**src/rtl/segment_bank_file.sv**
```systemverilog
// segment_bank_file: a bank of segment registers with two byte-masked write
// ports (A highest priority, B lowest) and a single deferred-write slot that
// is loaded with d_we and applied to its target register on commit.
module segment_bank_file #(
  parameter int unsigned NUM_REGS = 4,
  parameter int unsigned WIDTH    = 16,
  parameter logic [NUM_REGS*WIDTH-1:0] RESET_VALUES = {16'h0000, 16'h0000, 16'hFFFF, 16'h0000}
) (
  input  logic                          clk,
  input  logic                          reset_n,
  input  logic                          a_we,
  input  logic [$clog2(NUM_REGS)-1:0]   a_id,
  input  logic [WIDTH/8-1:0]            a_be,
  input  logic [WIDTH-1:0]              a_data,
  input  logic                          b_we,
  input  logic [$clog2(NUM_REGS)-1:0]   b_id,
  input  logic [WIDTH/8-1:0]            b_be,
  input  logic [WIDTH-1:0]              b_data,
  input  logic                          d_we,
  input  logic [$clog2(NUM_REGS)-1:0]   d_id,
  input  logic [WIDTH-1:0]              d_data,
  input  logic                          commit,
  output logic [NUM_REGS*WIDTH-1:0]     registers,
  output logic                          pending_valid,
  output logic [$clog2(NUM_REGS)-1:0]   pending_id,
  output logic                          bad_id
);

  localparam int unsigned IW = $clog2(NUM_REGS);
  localparam int unsigned NB = WIDTH / 8;

  typedef enum logic {PEND_EMPTY, PEND_FULL} pend_state_e;

  pend_state_e               state_q, state_d;
  logic [IW-1:0]             pend_id_q, pend_id_d;
  logic [WIDTH-1:0]          pend_data_q, pend_data_d;
  logic [NUM_REGS*WIDTH-1:0] regs_q, regs_d;
  logic                      bad_id_q, bad_id_d;
  logic                      d_load;
  logic                      commit_fire;

  // Index range checks: an out-of-range enabled port is ignored and flagged.
  always_comb begin
    bad_id_d = (a_we && !(32'(a_id) < NUM_REGS)) ||
               (b_we && !(32'(b_id) < NUM_REGS)) ||
               (d_we && !(32'(d_id) < NUM_REGS));
    d_load   = d_we && (32'(d_id) < NUM_REGS);
  end

  // Pending-slot state register.
  always_ff @(posedge clk or negedge reset_n) begin
    if (!reset_n) state_q <= PEND_EMPTY;
    else          state_q <= state_d;
  end

  // Pending-slot next state: a valid load always leaves the slot full.
  always_comb begin
    state_d = state_q;
    unique case (state_q)
      PEND_EMPTY: if (d_load) state_d = PEND_FULL;
      PEND_FULL:  if (d_load) state_d = PEND_FULL;
                  else if (commit) state_d = PEND_EMPTY;
      default:    state_d = PEND_EMPTY;
    endcase
  end

  // Pending-slot outputs: occupancy and whether a commit actually applies.
  always_comb begin
    pending_valid = (state_q == PEND_FULL);
    commit_fire   = commit && (state_q == PEND_FULL);
  end

  // Pending-slot payload: captured on a valid load, otherwise held.
  always_comb begin
    pend_id_d   = d_load ? d_id   : pend_id_q;
    pend_data_d = d_load ? d_data : pend_data_q;
  end

  // Per register, per byte lane write select with priority A > commit > B.
  always_comb begin
    regs_d = regs_q;
    for (int unsigned i = 0; i < NUM_REGS; i++) begin
      for (int unsigned l = 0; l < NB; l++) begin
        if (a_we && a_id == IW'(i) && a_be[l])
          regs_d[i*WIDTH + l*8 +: 8] = a_data[l*8 +: 8];
        else if (commit_fire && pend_id_q == IW'(i))
          regs_d[i*WIDTH + l*8 +: 8] = pend_data_q[l*8 +: 8];
        else if (b_we && b_id == IW'(i) && b_be[l])
          regs_d[i*WIDTH + l*8 +: 8] = b_data[l*8 +: 8];
      end
    end
  end

  // Register bank, pending payload and bad-index pulse.
  always_ff @(posedge clk or negedge reset_n) begin
    if (!reset_n) begin
      regs_q      <= RESET_VALUES;
      pend_id_q   <= '0;
      pend_data_q <= '0;
      bad_id_q    <= 1'b0;
    end else begin
      regs_q      <= regs_d;
      pend_id_q   <= pend_id_d;
      pend_data_q <= pend_data_d;
      bad_id_q    <= bad_id_d;
    end
  end

  assign registers  = regs_q;
  assign pending_id = pend_id_q;
  assign bad_id     = bad_id_q;

endmodule

```
**config.mk**
```make
export PLATFORM = sky130hd
export DESIGN_NAME = segment_bank_file
export DESIGN_NICKNAME = d
export VERILOG_FILES = /design/src/rtl/segment_bank_file.sv
export SDC_FILE = /design/constraint.sdc
export NUM_CORES = 1
export LEC_CHECK = 0
export BUFFER_PORTS_ARGS = -buffer_cell sky130_fd_sc_hd__clkbuf_2
export CAP_MARGIN = 20
export CELL_PAD_IN_SITES_DETAIL_PLACEMENT = 1
export CELL_PAD_IN_SITES_GLOBAL_PLACEMENT = 1
export CORE_ASPECT_RATIO = 0.6
export CORE_MARGIN = 5
export CORE_UTILIZATION = 41
export CTS_CLUSTER_DIAMETER = 60
export CTS_CLUSTER_SIZE = 40
export DETAILED_ROUTE_END_ITERATION = 8
export PLACE_DENSITY = 0.8
export SLEW_MARGIN = 20
export SYNTH_ARGS = -nofsm -noshare
export SYNTH_HDL_FRONTEND = slang
export SYNTH_SLANG_ARGS = --single-unit
```
**constraint.sdc**
```tcl
create_clock -name clk -period 2.2 [get_ports clk]
set_clock_uncertainty 0.1 [all_clocks]
set_input_delay 0.33 -clock clk [delete_from_list [all_inputs] [get_ports clk]]
set_output_delay 0.33 -clock clk [all_outputs]
set_load 0.01 [all_outputs]
```
==> results.ini, run 1 <==
[status]
status=completed

[drt]
viasPerCell=5.37
wl_um=15000
vias=3741
dr.pass1.iters=4
ant_nets=0
wl_per_cell_um=21.5
drc=0
drtIter0Drc=124

[clock_tree]
post_cts_buffers=0
cts_tree=built
ctsHtreeMaxLevel=3
cts_hold_buf=1
numClockSinks=83
cts_resized=0
cts_root_buf=clkbuf_16
clk-insertion-delay-late_ns=0.34
numCtsBuffers=9
clkTransAtPathRegs_ns=0.06
clockBufferDepth=2

[pwr]
p_seq_share_pct=44.5
power_w=0.00500
p_leak_nw=2.58
ir_drop_mv=0.388
power_density_nw_per_um2=867
switching_power_w=0.00161
clockPowerShare_pct=28.3
p_comb_share_pct=27.2
swShare_pct=32.3
power_report.internal_total_w=0.00339

[global_routing]
grt_pass1_vias=4277
grt_usage_pct=22.8
gr-total-overflow=0
grt_max_degree=43
antenna_found_initial=0
grt_pass1_wl_um=24200

[sta]
fmax_ghz=0.496
setup_viol=0
worst_slew_pin_slew_ns=0.600
hold_viol=0
grt_setup_unrepaired=false
finalSetupTns_ns=0
period_share_pct=91.6
relSlewSlack_pct=60.0
slew_violations=0
fin_crit_ns=2.02

[placement]
io_buffers=130
dpl_cell_area_sq_um=5490
gp_congestion=0.817
dpl.hpwl_um=11200

[setup_path]
rrSetupSlack_ns=0.18
cp_max_fo=18
crit_chain=and4bb_1 > buf_12 > o21ba_2 > mux2i_1 > o21ai_0
critPathMaxStageDelay_ns=0.47
startpoint=pending_id[0]
worst_path_max_delay_cell=dfrtp_1
required_ns=2.29
crit_path_end_kind=register
start_kind=register
cp.arrival_ns=2.10
r2r_start=pending_id[0]
path_class=register to register

[floorplan]
ios=132
core_sq_um=11200
core.rowCount=30
die-width_um=147
chipHeight_um=92.3
dieArea_sq_um=13600
initial_utilization_pct=41.4

[synth]
netlist_area_sq_um=4630
avgSynthCellArea_sq_um=11.3
syn_nets=474
synth.distinct_cells=22
yosysSeqAreaShare_pct=45.3
synth_seq_cells=83
synth_cells=410
yosysWarnings=0

[cells_and_area]
antenna_cells=0
design_area_sq_um=5770
area_growth_pct=24.6
fin_util_pct=51.6
final_cell_mix=clkbuf_2, mux2_2, nand2_1, dfrtp_1, mux2i_1
nets=612
drive_gt1_share_pct=48.1
mostFrequentLayoutCell=clkbuf_2

[worst_hold_path]
hold_class=input port to register
min-delay-start=d_data[2]

[flow_run]
drv_cap=0

[routing by layer]
| layer | wire (um) | GRT usage [%] | vias up | share of wire (%) |
|---|---|---|---|---|
| li1 | - | - | 1736 | - |
| met5 | 0 | 0 | - | 0 |
| met1 | 7280 | 31.7 | 1899 | 48 |
| met3 | 783 | 5.82 | 13 | 5.2 |
| met4 | 129 | 4.26 | 0 | 0.86 |
| met2 | 6830 | 36.4 | 93 | 45 |
[synth_stat cells, drive strengths merged]
| cell | instances | area, sq um |
|---|---|---|
| dfrtp | 67 | 1680 |
| conb | 1 | 3.75 |
| clkbuf | 1 | 3.75 |
| nand4b | 2 | 30.0 |
| nand2 | 70 | 263 |
| a21o | 1 | 7.51 |
| mux2i | 64 | 641 |
| nor2 | 8 | 30.0 |
| nand4 | 1 | 12.5 |
| buf | 17 | 129 |
| nand2b | 6 | 37.5 |
| inv | 1 | 3.75 |
| mux2 | 82 | 923 |
| and4bb | 1 | 12.5 |
| o21ai | 70 | 418 |
| dfstp | 16 | 420 |
| o21ba | 2 | 20.0 |
[worst paths after layout]
| check | end | cells after the start |
|---|---|---|
| worst min register to register | registers[23] | 2 |
| min in group asynchronous | pend_data_q[1] | 2 |
| worst max register to register | registers[1] | 5 |
| max in group asynchronous | registers[27] | 3 |
| worst min-delay path | pend_data_q[2] | 2 |
| worst max-delay path | registers[1] | 5 |
[area by class of cell]
type,instances,area [sq um]
fill,1258,5410
multi-input combinational,308,2400
sequential,83,2100
timing repair buffer,145,818
clock buffer,14,264
tap,144,180
clock inverter,2,10.0
inverter,1,3.75
[power by group through the flow]
stage | sequential, W | combinational [W] | clock, W
6_report | 0.00222 | 0.00136 | 0.00142
5_1_grt | 0.00227 | 0.00149 | 0.00152
4_1_cts | 0.00222 | 0.00138 | 0.00145
3_5_place_dp | 0.00224 | 0.00137 | 0
3_3_place_gp | 0.00222 | 0.00130 | 0
2_1_floorplan | 0.00232 | 0.000571 | 0
[registers in the layout (all words and copies together), names as in the netlist]
name and count:
registers 64, pending_valid 1, pending_id 2, pend_data_q 16
[through the flow]
| step | hold slack [ns] | setup slack [ns] | instances |
|---|---|---|---|
| 5_1_grt | 0.123 | 0.0923 | 697 |
| 4_1_cts | 0.118 | 0.149 | 697 |
| 2_1_floorplan | -0.0656 | 0.464 | 410 |
| 3_3_place_gp | 0.131 | 0.350 | 680 |
| 6_report | 0.127 | 0.184 | 697 |
| 3_5_place_dp | 0.131 | 0.225 | 680 |
[kinds of logic after synthesis]
logic type      after synthesis  synth area share [%]
buf+inv                      19                  2.94
simple gates                 88                  8.32
flops                        83                  45.3
mux                         146                  33.8
other cells                   1                0.0810
compound gates               73                  9.62
[worst max-delay path: cells and delay by family (launching register included)]
kind,cells,cell delay (ns)
buffers and inverters,1,0.17
AO/OA/AOI/OAI,2,0.56
AND/OR/NAND/NOR,1,0.29
flip-flops,1,0.47
multiplexers,1,0.27
No activity file was read; power rests on OpenSTA's default activity.
==> run 2, diff against run 1 <==
==> constraint.sdc (replaced) <==
create_clock -name clk -period 2.2 [get_ports clk]
set_clock_uncertainty 0.1 [all_clocks]
set_input_delay 0.11 -clock clk [delete_from_list [all_inputs] [get_ports clk]]
set_output_delay 0.11 -clock clk [all_outputs]
set_load 0.01 [all_outputs]
==> run 2 against run 1 <==
Effect of this change:
- clock power shrank 4%
- worst hold slack got worse by 0.11 ns
- sequential power barely moved
- non-clock buffer count grew 33
- die area stayed put
- register-to-register slack improved by 0.08 ns
- power decreased by 0.37%
- combinational power grew 3%
- worst setup slack improved by 0.083 ns
- fmax rose by 4.3%
- critical endpoint is now registers[14]
==> results.ini, run 2 (synthesized netlist as in run 1, its figures left out) <==
[clock_tree]
clk-insertion-delay-late_ns=0.33  ; about the same
cts_resized=0  ; unchanged
numClockSinks=83  ; unchanged
cts_root_buf=clkbuf_16
post_cts_buffers=0  ; unchanged
clkTransAtPathRegs_ns=0.06  ; about the same
numCtsBuffers=9  ; unchanged
ctsHtreeMaxLevel=3  ; unchanged
cts_tree=built
clockBufferDepth=2  ; unchanged

[pwr]
power_density_nw_per_um2=821  ; -5.3%
clockPowerShare_pct=27.3  ; -1.0 points
p_comb_share_pct=28.0  ; +0.8 points
switching_power_w=0.00162  ; +0.28%
swShare_pct=32.5  ; +0.21 points
p_leak_nw=2.70  ; +4.5%
power_report.internal_total_w=0.00336  ; -0.68%
p_seq_share_pct=44.7  ; +0.2 points
ir_drop_mv=0.373  ; -4.0%

[sta]
fin_crit_ns=1.93  ; -0.0833 ns
hold_ws_ns=0.0204  ; -0.107 ns
relSlewSlack_pct=58.7  ; -1.3 points
worst_slew_pin_slew_ns=0.620  ; +0.0196 ns
fmax_ghz=0.517  ; +4.3%
finalSetupTns_ns=0  ; unchanged
slew_violations=0  ; unchanged
period_share_pct=87.8  ; -3.8 points
hold_viol=0  ; unchanged
setup_viol=0  ; unchanged
grt_setup_unrepaired=false

[setup_path]
startpoint=pending_valid
cp_max_fo=18  ; unchanged
r2r_start=pending_valid
start_kind=register
worst_r2r_endpoint=registers[14]
reg2regPathDepth=5  ; unchanged
cp.arrival_ns=2.05  ; -0.05 ns
endpoint=registers[14]
required_ns=2.31  ; +0.02 ns
rrSetupSlack_ns=0.27  ; +0.08 ns
crit_path_end_kind=register
path_class=register to register

[cells_and_area]
drive_gt1_share_pct=44.7  ; -3.4 points
area_growth_pct=31.1
fin_util_pct=54.3  ; +2.7 points
nets=645  ; +5.4%
antenna_cells=0  ; unchanged
design_area_sq_um=6070  ; +5.2%
final_cell_mix=clkbuf_2, mux2_2, nand2_1, dfrtp_1, mux2i_1
mostFrequentLayoutCell=clkbuf_2
largest_register_ffs=64  ; unchanged

[placement]
dpl_cell_area_sq_um=5470  ; -0.36%
io_buffers=130  ; unchanged
dpl.hpwl_um=10900  ; -2.1%
gp_congestion=0.829  ; +1.4%

[global_routing]
gr-total-overflow=0  ; unchanged
grt_usage_pct=22.5  ; -0.31 points
grt_max_degree=43  ; unchanged
grt_pass1_wl_um=24000  ; -0.83%
antenna_found_initial=0  ; unchanged
grt_pass1_vias=4334  ; +1.3%

[status]
status=completed

[floorplan]
core_sq_um=11200  ; unchanged
initial_utilization_pct=41.4  ; unchanged
chipHeight_um=92.3  ; unchanged
core.rowCount=30  ; unchanged
ios=132  ; unchanged
dieArea_sq_um=13600  ; unchanged
die-width_um=147  ; unchanged

[drt]
drc=0  ; unchanged
ant_nets=0  ; unchanged
dr.pass1.iters=4  ; unchanged
viasPerCell=5.35  ; -0.28%
drtIter0Drc=152  ; +23%
vias=3907  ; +4.4%
wl_per_cell_um=20.8  ; -3.5%
wl_um=15200  ; +1.1%

[worst_hold_path]
hold_class=input port to register

[flow_run]
drv_cap=0  ; unchanged

run 2: worst min path at each step:
stage	start	endpoint	slack (ns)	cells past startpoint
2_1_floorplan	reset_n	pend_data_q[0]	-0.29	0
3_3_place_gp	reset_n	pend_data_q[1]	0.05	1
3_5_place_dp	reset_n	pend_data_q[1]	0.07	1
4_1_cts	commit	pending_valid	0.0001	3
5_1_grt	commit	pending_valid	0.05	3
6_report	commit	pending_valid	0.02	3
run 2: what timing repair did:
action / CTS / global route
endpoints found under the setup margin: 0 / 0
hold buffers: 35 / 0
endpoints found under the hold margin: 106 / 0
run 2: power by group through the flow:
stage | combinational, W | clock (W) | sequential [W]
floorplan | 0.000571 | 0 | 0.00232
global placement | 0.00129 | 0 | 0.00224
detailed placement | 0.00136 | 0 | 0.00224
CTS | 0.00141 | 0.00139 | 0.00222
global route | 0.00153 | 0.00146 | 0.00226
finish | 0.00140 | 0.00136 | 0.00223
run 2: metrics by stage:
stage	std cells	total power (W)	worst slack [ns]
global placement	679	0.00353	0.363
detailed placement	679	0.00360	0.274
floorplan	410	0.00289	0.464
global route	730	0.00525	0.179
finish	730	0.00498	0.267
CTS	730	0.00503	0.269
run 2: critical path: stages, from the launching register on:
cell,delay (ns)
dfrtp_1,0.46
and4bb_1,0.26
buf_12,0.16
o21ba_2,0.46
mux2i_1,0.28
o21ai_1,0.08
run 2: cell type report:
| type | instances | area (sq um) |
|---|---|---|
| Clock inverter | 1 | 5.00 |
| Clock buffer | 15 | 248 |
| Fill cell | 1250 | 5110 |
| Timing Repair Buffer | 178 | 1140 |
| Inverter | 1 | 3.75 |
| Multi-Input combinational cell | 308 | 2400 |
| Tap cell | 144 | 180 |
| Sequential cell | 83 | 2100 |
run 2: routing by layer:
layer	wire length (um)	vias up	global-route usage (%)
li1	-	1798	-
met1	7100	1981	31.5
met2	6910	122	36.1
met3	1110	6	5.92
met4	58	0	3.02
met5	0	-	0
